--- src/rtl/loop_walk_pkg.sv ---
// loop_walk_pkg
// Shared types and width helpers for the loop_walk_seq sequencer.
//   loop_walk_state_e : IDLE / RUN / DONE walk states
//   outer_count()     : effective outer bound (NumOuter or $clog2(NumOuter))
//   outer_w/inner_w/value_w : port widths derived from the outer bound,
//                             each at least 1 so a zero-length walk still
//                             has legal vectors.
package loop_walk_pkg;

  typedef enum logic [1:0] {
    IDLE = 2'd0,
    RUN  = 2'd1,
    DONE = 2'd2
  } loop_walk_state_e;

  function automatic int outer_count(input int num_outer, input bit clog_mode);
    return clog_mode ? $clog2(num_outer) : num_outer;
  endfunction

  // k runs 0..OC-1
  function automatic int outer_w(input int oc);
    return (oc <= 1) ? 1 : $clog2(oc);
  endfunction

  // l runs 0..2**(OC-1)-1
  function automatic int inner_w(input int oc);
    return (oc <= 2) ? 1 : oc - 1;
  endfunction

  // value runs 1..2**OC-1
  function automatic int value_w(input int oc);
    return (oc <= 1) ? 1 : oc;
  endfunction

endpackage

--- src/rtl/loop_walk_seq.sv ---
// loop_walk_seq
// Runtime walk of the nested iteration space k = 0..OC-1, l = 0..2**k-1,
// one valid/ready beat per (k, l) carrying value 2**k + l.
// Ports:
//   clk_i, rst_i         : clock, async active-high reset
//   start_i              : start request, honoured only in IDLE
//   ready_i              : downstream ready
//   valid_o              : beat valid (state RUN)
//   outer_idx_o          : k
//   inner_idx_o          : l
//   value_o              : (1 << k) | l
//   outer_last_o         : l == 2**k - 1
//   last_o               : final beat of the walk
//   busy_o               : state != IDLE
//   done_o               : one-cycle pulse after the walk
// Every output is decoded from the state and counter registers only.
module loop_walk_seq
  import loop_walk_pkg::*;
#(
  parameter int NumOuter = 3,
  parameter bit ClogMode = 1'b0,
  localparam int OC = outer_count(NumOuter, ClogMode),
  localparam int OW = outer_w(OC),
  localparam int IW = inner_w(OC),
  localparam int VW = value_w(OC)
) (
  input  logic          clk_i,
  input  logic          rst_i,
  input  logic          start_i,
  input  logic          ready_i,
  output logic          valid_o,
  output logic [OW-1:0] outer_idx_o,
  output logic [IW-1:0] inner_idx_o,
  output logic [VW-1:0] value_o,
  output logic          outer_last_o,
  output logic          last_o,
  output logic          busy_o,
  output logic          done_o
);

  localparam int            OCM1   = (OC > 0) ? OC - 1 : 0;
  localparam logic [OW-1:0] K_LAST = OW'(OCM1);

  loop_walk_state_e r_state, w_next;
  logic [OW-1:0]    r_k;
  logic [IW-1:0]    r_l;

  logic [VW-1:0] w_pow, w_mask, w_l_ext;
  logic          w_outer_last, w_last, w_hs;

  // 2**k and its mask; l < 2**k always, so OR-ing l in equals adding it.
  assign w_pow        = VW'(1) << r_k;
  assign w_mask       = w_pow - VW'(1);
  assign w_l_ext      = VW'(r_l);
  assign w_outer_last = (w_l_ext == w_mask);
  assign w_last       = (r_k == K_LAST) && w_outer_last;
  assign w_hs         = (r_state == RUN) && ready_i;

  // state register
  always_ff @(posedge clk_i or posedge rst_i) begin
    if (rst_i) r_state <= IDLE;
    else       r_state <= w_next;
  end

  // next state
  always_comb begin
    w_next = r_state;
    unique case (r_state)
      IDLE: if (start_i) w_next = (OC > 0) ? RUN : DONE;
      RUN:  if (w_hs && w_last) w_next = DONE;
      DONE: w_next = IDLE;
      default: w_next = IDLE;
    endcase
  end

  // k/l counters; cleared on the final handshake so a new walk starts at 0
  always_ff @(posedge clk_i or posedge rst_i) begin
    if (rst_i) begin
      r_k <= '0;
      r_l <= '0;
    end else if ((r_state == IDLE) && start_i) begin
      r_k <= '0;
      r_l <= '0;
    end else if (w_hs) begin
      if (!w_outer_last) begin
        r_l <= r_l + IW'(1);
      end else begin
        r_l <= '0;
        r_k <= w_last ? '0 : r_k + OW'(1);
      end
    end
  end

  // outputs: beat fields are forced to 0 outside RUN so idle/reset reads 0
  always_comb begin
    valid_o      = 1'b0;
    outer_idx_o  = '0;
    inner_idx_o  = '0;
    value_o      = '0;
    outer_last_o = 1'b0;
    last_o       = 1'b0;
    busy_o       = (r_state != IDLE);
    done_o       = (r_state == DONE);
    if (r_state == RUN) begin
      valid_o      = 1'b1;
      outer_idx_o  = r_k;
      inner_idx_o  = r_l;
      value_o      = w_pow | w_l_ext;
      outer_last_o = w_outer_last;
      last_o       = w_last;
    end
  end

endmodule

--- config.mk ---
export PLATFORM = sky130hd
export DESIGN_NAME = loop_walk_seq
export DESIGN_NICKNAME = d
export VERILOG_FILES = /design/src/rtl/loop_walk_pkg.sv /design/src/rtl/loop_walk_seq.sv
export SDC_FILE = /design/constraint.sdc
export NUM_CORES = 1
export LEC_CHECK = 0
export CORE_MARGIN = 2
export CORE_UTILIZATION = 25
export DETAILED_ROUTE_END_ITERATION = 10
export SETUP_SLACK_MARGIN = 0.02
export SYNTH_ARGS = -nofsm -noshare
export SYNTH_HDL_FRONTEND = slang
export SYNTH_SLANG_ARGS = --single-unit
--- constraint.sdc ---
create_clock -name clk_i -period 2.15 [get_ports clk_i]
set_input_delay 0.43 -clock clk_i [delete_from_list [all_inputs] [get_ports clk_i]]
set_output_delay 0.43 -clock clk_i [all_outputs]
set_load 0.005 [all_outputs]
==> key figures, run 1 <==
Finish
  – N_diodes: 0
  – Nets@finish: 87
  – Most frequent cells in the layout: clkdlybuf4s50_1, buf_4, nor2_1
  – Sequential Area: 150.1 um2
  – Share of layout cells above drive strength 1: 0.2250
  – Footprint of the multi-input gates: roughly 280 um2
  – Post-Layout Cell Count: 105
  – Final Instance Area: 733.2 um2
  – Fill cells: 197
  – Area growth, synth to finish: 57.95%
  – Commonest non-fill, non-tap cell in the layout: clkdlybuf4s50_1

Timing
  – Final worst-path setup slack: 0.1099 ns
  – Final slew viol count: 0
  – Fin crit share: 0.9489
  – Final Hold Viols: 0
  – Fmax: 490.2 MHz
  – Rel. slew slack: 0.8125
  – Final min period: 2.040 ns
  – Setup TNS: 0 ns
  – Slew of the pin with the lowest slew margin: roughly 0.28 ns
  – Unrepaired setup endpoints after global routing: no
  – # setup viols final: 0
  – Clock skew: 0.004145 ns

Setup path
  – Worst r2r path cells: 6
  – Worst-path fanout max: 2
  – CP Class: reg -> out
  – Crit path launch type: register
  – Crit path capture type: output port
  – Critical path arrival: around 1.6 ns
  – CP required: between 1.5 and 2 ns

Placed design
  – Post-Place Cells: 101
  – Place WS: -0.01007 ns
  – Port buffer count: 15
  – Placer Congestion: 0.7840
  – DP Area: 688.2 um2
  – DP Wirelength: roughly 870 um

Route
  – DR DRC count: 0
  – Wire length per cell: 10.50 um
  – WL final: around 1.1 mm
  – Drt via density: 4.619
  – Total number of vias: 485
  – Iter 0 DRT Violations: 12
  – First-pass iteration count of the detailed router: 4
  – Remaining antenna violation count after routing: 0

Clock network
  – Clk_lat worst skew: 0.24 ns
  – # H-tree levels: 1
  – CTS Buf Count: 3
  – Clock Pin Slew Worst Setup and Hold Paths: 0.05 ns
  – TritonCTS clock tree: yes
  – Root Buffer: clkbuf_4
  – Clock Path Buffers: 2
  – Total clock sinks: 6

Logic synthesis
  – Area leader, netlist: dfrtp_1
  – Mapped cell area: 464.2 um2
  – Synth top area share: 0.3235
  – Syn nets: between 60 and 70
  – Flop and latch count out of synthesis: 6
  – YS warnings: 0
  – Sequential area share after synthesis: 0.3235
  – Number of distinct library cells after synthesis: 30
  – Ys async rst share: 1.000
  – Prevailing post-synth register cell: dfrtp_1
  – Number of synthesized flops with an enable pin: 0
  – Main area contributors after synthesis: dfrtp_1, nor2_1, inv_1
  – Cells after Synth: 56
  – Synth Area per Inst: 8.289 um2

Floorplan
  – Die span in y: 47.09 um
  – Initial Util: 0.2659
  – Die width: 47.09 um
  – Row cnt: 15
  – Core Region: 1745 um2
  – Area of the die: about 2200 um2
  – Number of I/O pins: 16

GRT
  – GRT Resource Usage Total: 0.1188
  – Largest net degree at the start of global routing: 11
  – First-pass GRT wire length: 1.807 mm
  – Gr ovfl total: 0
  – Initial antenna violation count: 0
  – Vias in the first global route: 419

Min path
  – Worst hold path class: in -> async

Power and ir drop
  – Pwr dens: between 1000 and 1500 nW/um2
  – Total power: about 0.0011 W
  – Max IR drop VDD: around 0.00053 V
  – Pleak: around 0.35 nW

Outcome
  – Run status: completed

Run
  – Max-Cap Viols: 0
## synthesized netlist by cell type, types with 2 or more instances
cell type,n
and2_1,2
o31ai_1,2
nand4b_1,2
nor3_1,2
dfrtp_1,6
and3b_1,2
or2_2,2
nor2_1,8
nor2b_1,3
o21ai_0,2
inv_1,6
## cells by family after synthesis
kind of cell	after synthesis	share of synthesized area
compound gates	11	0.1887
mux	1	0.02156
flops	6	0.3234
buf+inv	10	0.1024
simple gates	27	0.3369
fa+ha+maj	1	0.02695
## where the power goes
part	leakage [nW]	switching, W	internal [W]
clock network	0.0138	0.0000393	0.0000631
registers	0.0731	0.0000416	0.000157
logic	0.259	0.000310	0.000453
## through the flow
stage / utilization / hold slack [ns]
5_1_grt: 0.4201 / 0.4253
3_5_place_dp: 0.3943 / 0.5484
4_1_cts: 0.4186 / 0.3982
3_3_place_gp: 0.3943 / 0.5450
6_report: 0.4201 / 0.3974
2_1_floorplan: - / 0.2210
## metal layers
| layer | global-route usage | share of wire | wire length (um) |
|---|---|---|---|
| met1 | 0.1620 | 0.49 | 543 |
| met2 | 0.1753 | 0.47 | 518 |
| met3 | 0.01154 | 0.036 | 40 |
| met4 | 0.08333 | 0 | 0 |
| met5 | 0 | 0 | 0 |
## sequential cells by signal, summed over array words and instances (netlist names)
name	count
r_k	2
r_l	2
r_state	2
## worst max-delay path, stage by stage, from the launching register on
cell,delay (ns)
dfrtp_1,0.37
or2_4,0.26
ha_4,0.15
nor2_1,0.09
clkdlybuf4s50_1,0.50
## path summary, 6_finish.rpt
kind	startpoint	end	slack, ns
max in group asynchronous	rst_i	r_l[0]$_DFFE_PP0P_	1.56
setup reg to reg	r_k[0]$_DFFE_PP0P_	r_k[0]$_DFFE_PP0P_	0.49
hold / removal	rst_i	r_k[1]$_DFFE_PP0P_	0.40
hold reg to reg	r_l[0]$_DFFE_PP0P_	r_l[0]$_DFFE_PP0P_	0.56
setup / recovery	r_k[0]$_DFFE_PP0P_	value_o[0]	0.11
min in group clk_i	r_l[0]$_DFFE_PP0P_	r_l[0]$_DFFE_PP0P_	0.56
## area by class of cell
class	count	share of cell area
Clock buffer	3	0.03072
Inverter	6	0.03072
Multi-Input combinational cell	40	0.3874
Sequential cell	6	0.2048
Tap cell	25	0.04266
Timing Repair Buffer	25	0.3038
## what timing repair did
| action | 4_1_cts | 5_1_grt |
|---|---|---|
| pin swaps | 1 | 1 |
| resized for setup | 4 | 1 |
| endpoints found under the setup margin | 3 | 3 |
| hold buffers | 0 | 0 |
| buffers inserted | 1 | 0 |
(Power assumes the default switching activity.)
==> inputs of run 2 (changes only) <==
--- a/config.mk
+++ b/config.mk
@@ -9,6 +9,7 @@
 export CORE_UTILIZATION = 25
 export DETAILED_ROUTE_END_ITERATION = 10
 export SETUP_SLACK_MARGIN = 0.02
+export SKIP_CTS_REPAIR_TIMING = 1
 export SYNTH_ARGS = -nofsm -noshare
 export SYNTH_HDL_FRONTEND = slang
 export SYNTH_SLANG_ARGS = --single-unit
==> run 2 against run 1 <==
Worst setup slack worse by 0.0037 ns; total power is 0.54% lower; largest power group unchanged; sequential power hardly changed; clock power hardly changed.
==> key figures, run 2 (synthesis results as in run 1) <==
Setup path
  – Worst r2r path cells: 6 (unchanged)
  – CP Class: reg -> out
  – Crit path capture type: output port
  – Crit path launch: r_k[0]$_DFFE_PP0P_
  – Critical Path Stages: 4 (unchanged)
  – Worst path slowest cell: clkdlybuf4s50_1
  – R2r setup slk: 0.48 ns (about the same)
  – Worst r2r dst: r_k[0]$_DFFE_PP0P_
  – Crit path to: value_o[0]
  – Chain of cells forming the critical path: or2_4 > ha_4 > nor2_1 > clkdlybuf4s50_1
  – Crit path launch type: register
  – Critical path arrival: 1.61 ns (about the same)
  – CP required: 1.72 ns (about the same)
  – Buffers and inverters on the worst path: 1 (unchanged)
  – Critical R2R Launch: r_k[0]$_DFFE_PP0P_
  – Worst-path fanout max: 2 (unchanged)
  – Critical Path Max Stage Delay: 0.50 ns (about the same)
  – Worst path top cell family by delay: buffers and inverters

Finish
  – N_diodes: 0 (unchanged)
  – Regs by FF count: r_k: 2 flops, r_l: 2 flops, r_state: 2 flops
  – Final Core Density: 0.4201 (unchanged)
  – Fill cells: 189 (-4.1%)
  – Area growth, synth to finish: 57.95% (unchanged)
  – Nets@finish: 86 (-1.1%)
  – Commonest non-fill, non-tap cell in the layout: clkdlybuf4s50_1
  – Share of layout cells above drive strength 1: 0.2152 (-0.009810)
  – Most frequent cells in the layout: clkdlybuf4s50_1, buf_4, nor2_1

Placed design
  – Port buffer count: 15 (unchanged)
  – DP Wirelength: 867.3 um (unchanged)
  – Placer Congestion: 0.7840 (unchanged)

Power and ir drop
  – Pleak: 0.3656 nW (+5.7%)
  – Pwr dens: 1443 nW/um2 (-0.54%)
  – Total power: 0.001058 W (-0.54%)
  – Max IR drop VDD: 0.0005387 V (+2.0%)

Floorplan
  – Die width: 47.09 um (unchanged)
  – Area of the die: 2217 um2 (unchanged)
  – Row cnt: 15 (unchanged)
  – Core Region: 1745 um2 (unchanged)
  – Number of I/O pins: 16 (unchanged)
  – Initial Util: 0.2659 (unchanged)
  – Die span in y: 47.09 um (unchanged)

GRT
  – Largest net degree at the start of global routing: 11 (unchanged)
  – GRT Resource Usage Total: 0.1141 (-0.004721)
  – Gr ovfl total: 0 (unchanged)
  – First-pass GRT wire length: 1.738 mm (-3.8%)
  – Initial antenna violation count: 0 (unchanged)
  – Vias in the first global route: 405 (-3.3%)

Clock network
  – Clock Path Buffers: 2 (unchanged)
  – Clk_lat worst skew: 0.24 ns (about the same)
  – Total clock sinks: 6 (unchanged)
  – TritonCTS clock tree: yes
  – # H-tree levels: 1 (unchanged)
  – Clock Pin Slew Worst Setup and Hold Paths: 0.05 ns (about the same)
  – CTS Buf Count: 3 (unchanged)
  – Root Buffer: clkbuf_4

Timing
  – Clock skew: 0.004149 ns (+0.000004330 ns)
  – Fmax: 489.3 MHz (-0.18%)
  – Hold_ws: 0.3969 ns (-0.0004590 ns)
  – Slew of the pin with the lowest slew margin: 0.3104 ns (+0.02924 ns)
  – Final Hold Viols: 0 (unchanged)
  – Final min period: 2.044 ns (+0.003664 ns)
  – Unrepaired setup endpoints after global routing: no
  – # setup viols final: 0 (unchanged)
  – Rel. slew slack: 0.7930 (-0.01950)
  – Fin crit share: 0.9506 (+0.001704)
  – Final slew viol count: 0 (unchanged)

Min path
  – Worst hold path class: in -> async

Route
  – Iter 0 DRT Violations: 8 (-4)
  – DR DRC count: 0 (unchanged)
  – First-pass iteration count of the detailed router: 4 (unchanged)
  – WL final: 1.117 mm (+1.3%)
  – Total number of vias: 482 (-0.62%)
  – Drt via density: 4.635 (+0.34%)
  – Remaining antenna violation count after routing: 0 (unchanged)
  – Wire length per cell: 10.74 um (+2.2%)

Outcome
  – Run status: completed

Run
  – Max-Cap Viols: 0 (unchanged)
==> run 2: metal layers <==
metal / up-vias / part of all wire / GRT usage
met4: 0 / 0 / 0.08333
met3: 0 / 0.031 / 0.01154
met1: 228 / 0.52 / 0.1573
met2: 14 / 0.45 / 0.1644
li1: 240 / - / -
met5: - / 0 / 0
==> run 2: area by class of cell <==
class / count / area [um2] / share of cell area
well taps: 25 / 31.28 / 0.04266
inverters: 6 / 22.52 / 0.03072
multi-input cells: 40 / 284.0 / 0.3874
clock buffers: 3 / 22.52 / 0.03072
flip-flops and latches: 6 / 150.1 / 0.2048
repair buffers: 24 / 222.7 / 0.3038
==> run 2: how the worst min path moves through the flow <==
stage                         endpoint  slack (ns)  cells after the start
floorplan           r_k[0]$_DFFE_PP0P_        0.22                      1
global placement    r_l[0]$_DFFE_PP0P_        0.54                      2
detailed placement  r_l[0]$_DFFE_PP0P_        0.55                      2
CTS                 r_k[1]$_DFFE_PP0P_        0.40                      2
global route        r_k[1]$_DFFE_PP0P_        0.43                      2
finish              r_k[1]$_DFFE_PP0P_        0.40                      2
==> run 2: where the power goes <==
group | total, W | internal, W | switching, W | leakage, nW
logic | 0.000754 | 0.000446 | 0.000308 | 0.279
clock network | 0.000102 | 0.0000630 | 0.0000392 | 0.0138
registers | 0.000202 | 0.000157 | 0.0000444 | 0.0731
total | 0.00106 | 0.000666 | 0.000392 | 0.366
==> run 2: metrics by stage <==
step                      std cells  TNS [ns]  setup slack, ns  area, um2
after floorplan                  56         0           0.3456      464.2
after global placement          101         0         0.009533      688.2
after global routing            104         0          0.03391      733.2
final                           104         0           0.1062      733.2
after detailed placement        101  -0.01007         -0.01007      688.2
after CTS                       104   -0.5459          -0.2853      710.7
==> inputs of run 3 (changes only) <==
--- a/config.mk
+++ b/config.mk
@@ -8,6 +8,7 @@
 export CORE_MARGIN = 2
 export CORE_UTILIZATION = 25
 export DETAILED_ROUTE_END_ITERATION = 10
+export REMOVE_ABC_BUFFERS = 1
 export SETUP_SLACK_MARGIN = 0.02
 export SKIP_CTS_REPAIR_TIMING = 1
 export SYNTH_ARGS = -nofsm -noshare
==> run 3 against run 2 <==
The flow now finishes with violations (negative setup slack); clock skew up 0.0053 ns; critical path depth up 1; via count down 1.9%; flip-flop and latch count unchanged; die area unchanged; register-to-register slack worse by 0.11 ns; global-route usage up 1.4 points; worst setup slack worse by 0.33 ns; total power up 0.46%; sequential power down 2%; critical endpoint is now last_o.
==> key figures, run 3 (synthesis results as in run 1) <==
Outcome
  – Run status: finished, violations left
  – Failing checks: negative setup slack

Route
  – Drt via density: 4.548 (-1.9%)
  – Wire length per cell: 11.67 um (+8.7%)
  – First-pass iteration count of the detailed router: 3 (-1)
  – Total number of vias: 473 (-1.9%)
  – DR DRC count: 0 (unchanged)
  – Iter 0 DRT Violations: 12 (+4)
  – WL final: 1.214 mm (+8.7%)
  – Remaining antenna violation count after routing: 0 (unchanged)

Setup path
  – Crit path capture type: output port
  – Crit path launch type: register
  – Critical path arrival: 1.94 ns (+0.33 ns)
  – Critical R2R Launch: r_k[0]$_DFFE_PP0P_
  – Worst-path fanout max: 3 (+1)
  – R2r setup slk: 0.37 ns (-0.11 ns)
  – Worst r2r dst: r_k[0]$_DFFE_PP0P_
  – CP Class: reg -> out
  – Worst r2r path cells: 6 (unchanged)
  – CP required: 1.72 ns (about the same)

Finish
  – Regs by FF count: r_k: 2 flops, r_l: 2 flops, r_state: 2 flops
  – Area growth, synth to finish: 56.87%
  – Final Core Density: 0.4172 (-0.002868)
  – N_diodes: 0 (unchanged)
  – Fill cells: 179 (-5.3%)
  – Footprint of the multi-input gates: 279.0 um2 (-1.8%)
  – Share of layout cells above drive strength 1: 0.2025 (-0.01266)
  – Sequential Area: 150.1 um2 (unchanged)
  – Most frequent cells in the layout: clkdlybuf4s50_1, buf_4, nor2_1
  – Post-Layout Cell Count: 104 (unchanged)
  – Nets@finish: 86 (unchanged)
  – Commonest non-fill, non-tap cell in the layout: clkdlybuf4s50_1

Timing
  – Final worst-path setup slack: -0.2195 ns (-0.3258 ns)
  – Slew of the pin with the lowest slew margin: 0.2777 ns (-0.03276 ns)
  – Final Hold Viols: 0 (unchanged)
  – Final slew viol count: 0 (unchanged)
  – Rel. slew slack: 0.8149 (+0.02184)
  – Fin crit share: 1.102 (+0.1515)
  – # setup viols final: 1 (+1)
  – Hold_ws: 0.3999 ns (+0.003009 ns)
  – Final min period: 2.370 ns (+0.3258 ns)
  – Fmax: 422.0 MHz (-14%)
  – Unrepaired setup endpoints after global routing: yes
  – Clock skew: 0.009407 ns (+0.005257 ns)

Clock network
  – Clock Pin Slew Worst Setup and Hold Paths: 0.05 ns (about the same)
  – CTS Buf Count: 3 (unchanged)
  – Clock Path Buffers: 2 (unchanged)
  – Total clock sinks: 6 (unchanged)
  – TritonCTS clock tree: yes
  – Root Buffer: clkbuf_4
  – # H-tree levels: 1 (unchanged)
  – Clk_lat worst skew: 0.25 ns (about the same)

GRT
  – GRT Resource Usage Total: 0.1279 (+0.01386)
  – GR Util met3: 0.02308 (+0.01154)
  – Initial antenna violation count: 0 (unchanged)
  – First-pass GRT wire length: 1.849 mm (+6.4%)
  – Met1 Track Usage GR: 0.1562 (-0.001100)
  – GRT met2 Usage: 0.1890 (+0.02466)
  – Largest net degree at the start of global routing: 11 (unchanged)
  – Vias in the first global route: 425 (+4.9%)
  – GR peak layer: met2
  – Gr ovfl total: 0 (unchanged)

Power and ir drop
  – Sequential power share: 0.186 (-0.005)
  – Switching power total: 0.0004027 W (+2.8%)
  – Max IR drop VDD: 0.0004593 V (-15%)
  – Comb power frac: 0.712 (about the same)
  – Int Power: 0.0006603 W (-0.92%)
  – Sw frac: 0.3788 (+0.008648)
  – Total power: 0.001063 W (+0.46%)
  – Clk pwr share: 0.103 (+0.006)
  – Pwr dens: 1460 nW/um2 (+1.1%)
  – Pleak: 0.3600 nW (-1.5%)

Placed design
  – DP Wirelength: 879 um (+1.3%)
  – Post-Place Cells: 99 (-2.0%)
  – Port buffer count: 15 (unchanged)
  – Placer Congestion: 0.7537 (-3.9%)
  – Place WS: -0.01896 ns (-0.008889 ns)

Min path
  – Worst hold path class: in -> async

Floorplan
  – Area of the die: 2217 um2 (unchanged)
  – Initial Util: 0.2659 (unchanged)
  – Core Region: 1745 um2 (unchanged)
  – Die span in y: 47.09 um (unchanged)
  – Number of I/O pins: 16 (unchanged)
  – Row cnt: 15 (unchanged)
  – Die width: 47.09 um (unchanged)

Run
  – Max-Cap Viols: 0 (unchanged)
[run 3: metal layers]
metal	vias to the layer above	part of all wire
met5	-	0
li1	241	-
met4	0	0.034
met3	4	0.030
met1	216	0.47
met2	12	0.46
[run 3: power groups by stage]
stage | registers [W] | logic (W) | clock network [W]
floorplan | 0.000216 | 0.000314 | 0
global placement | 0.000200 | 0.000717 | 0
detailed placement | 0.000203 | 0.000724 | 0
CTS | 0.000201 | 0.000728 | 0.000112
global route | 0.000206 | 0.000829 | 0.000120
finish | 0.000197 | 0.000756 | 0.000109
[run 3: how the worst max path moves through the flow]
stage,start,endpoint
3_3_place_gp,r_k[0]$_DFFE_PP0P_,outer_last_o
2_1_floorplan,r_k[0]$_DFFE_PP0P_,last_o
6_report,r_k[0]$_DFFE_PP0P_,last_o
3_5_place_dp,r_k[0]$_DFFE_PP0P_,last_o
4_1_cts,r_k[0]$_DFFE_PP0P_,last_o
5_1_grt,r_k[0]$_DFFE_PP0P_,last_o
[run 3: worst max-delay path, stage by stage, from the launching register on]
cell and delay [ns]:
dfrtp_1 0.36, or2_2 0.32, ha_4 0.28, nand4b_1 0.11
nor2_1 0.11, clkdlybuf4s50_1 0.50
[run 3: through the flow]
stage / setup TNS, ns / instance area [um2]
final: -0.2195 / 728.2
after global routing: -0.3321 / 728.2
after CTS: -0.5836 / 695.7
after detailed placement: -0.02356 / 673.1
after global placement: 0 / 673.1
after floorplan: 0 / 439.2
[run 3: final cells by class]
type / instances / share of cell area
clock buffers: 3 / 0.03093
inverters: 6 / 0.03093
multi-input cells: 40 / 0.3832
flip-flops and latches: 6 / 0.2062
well taps: 25 / 0.04296
repair buffers: 24 / 0.3058
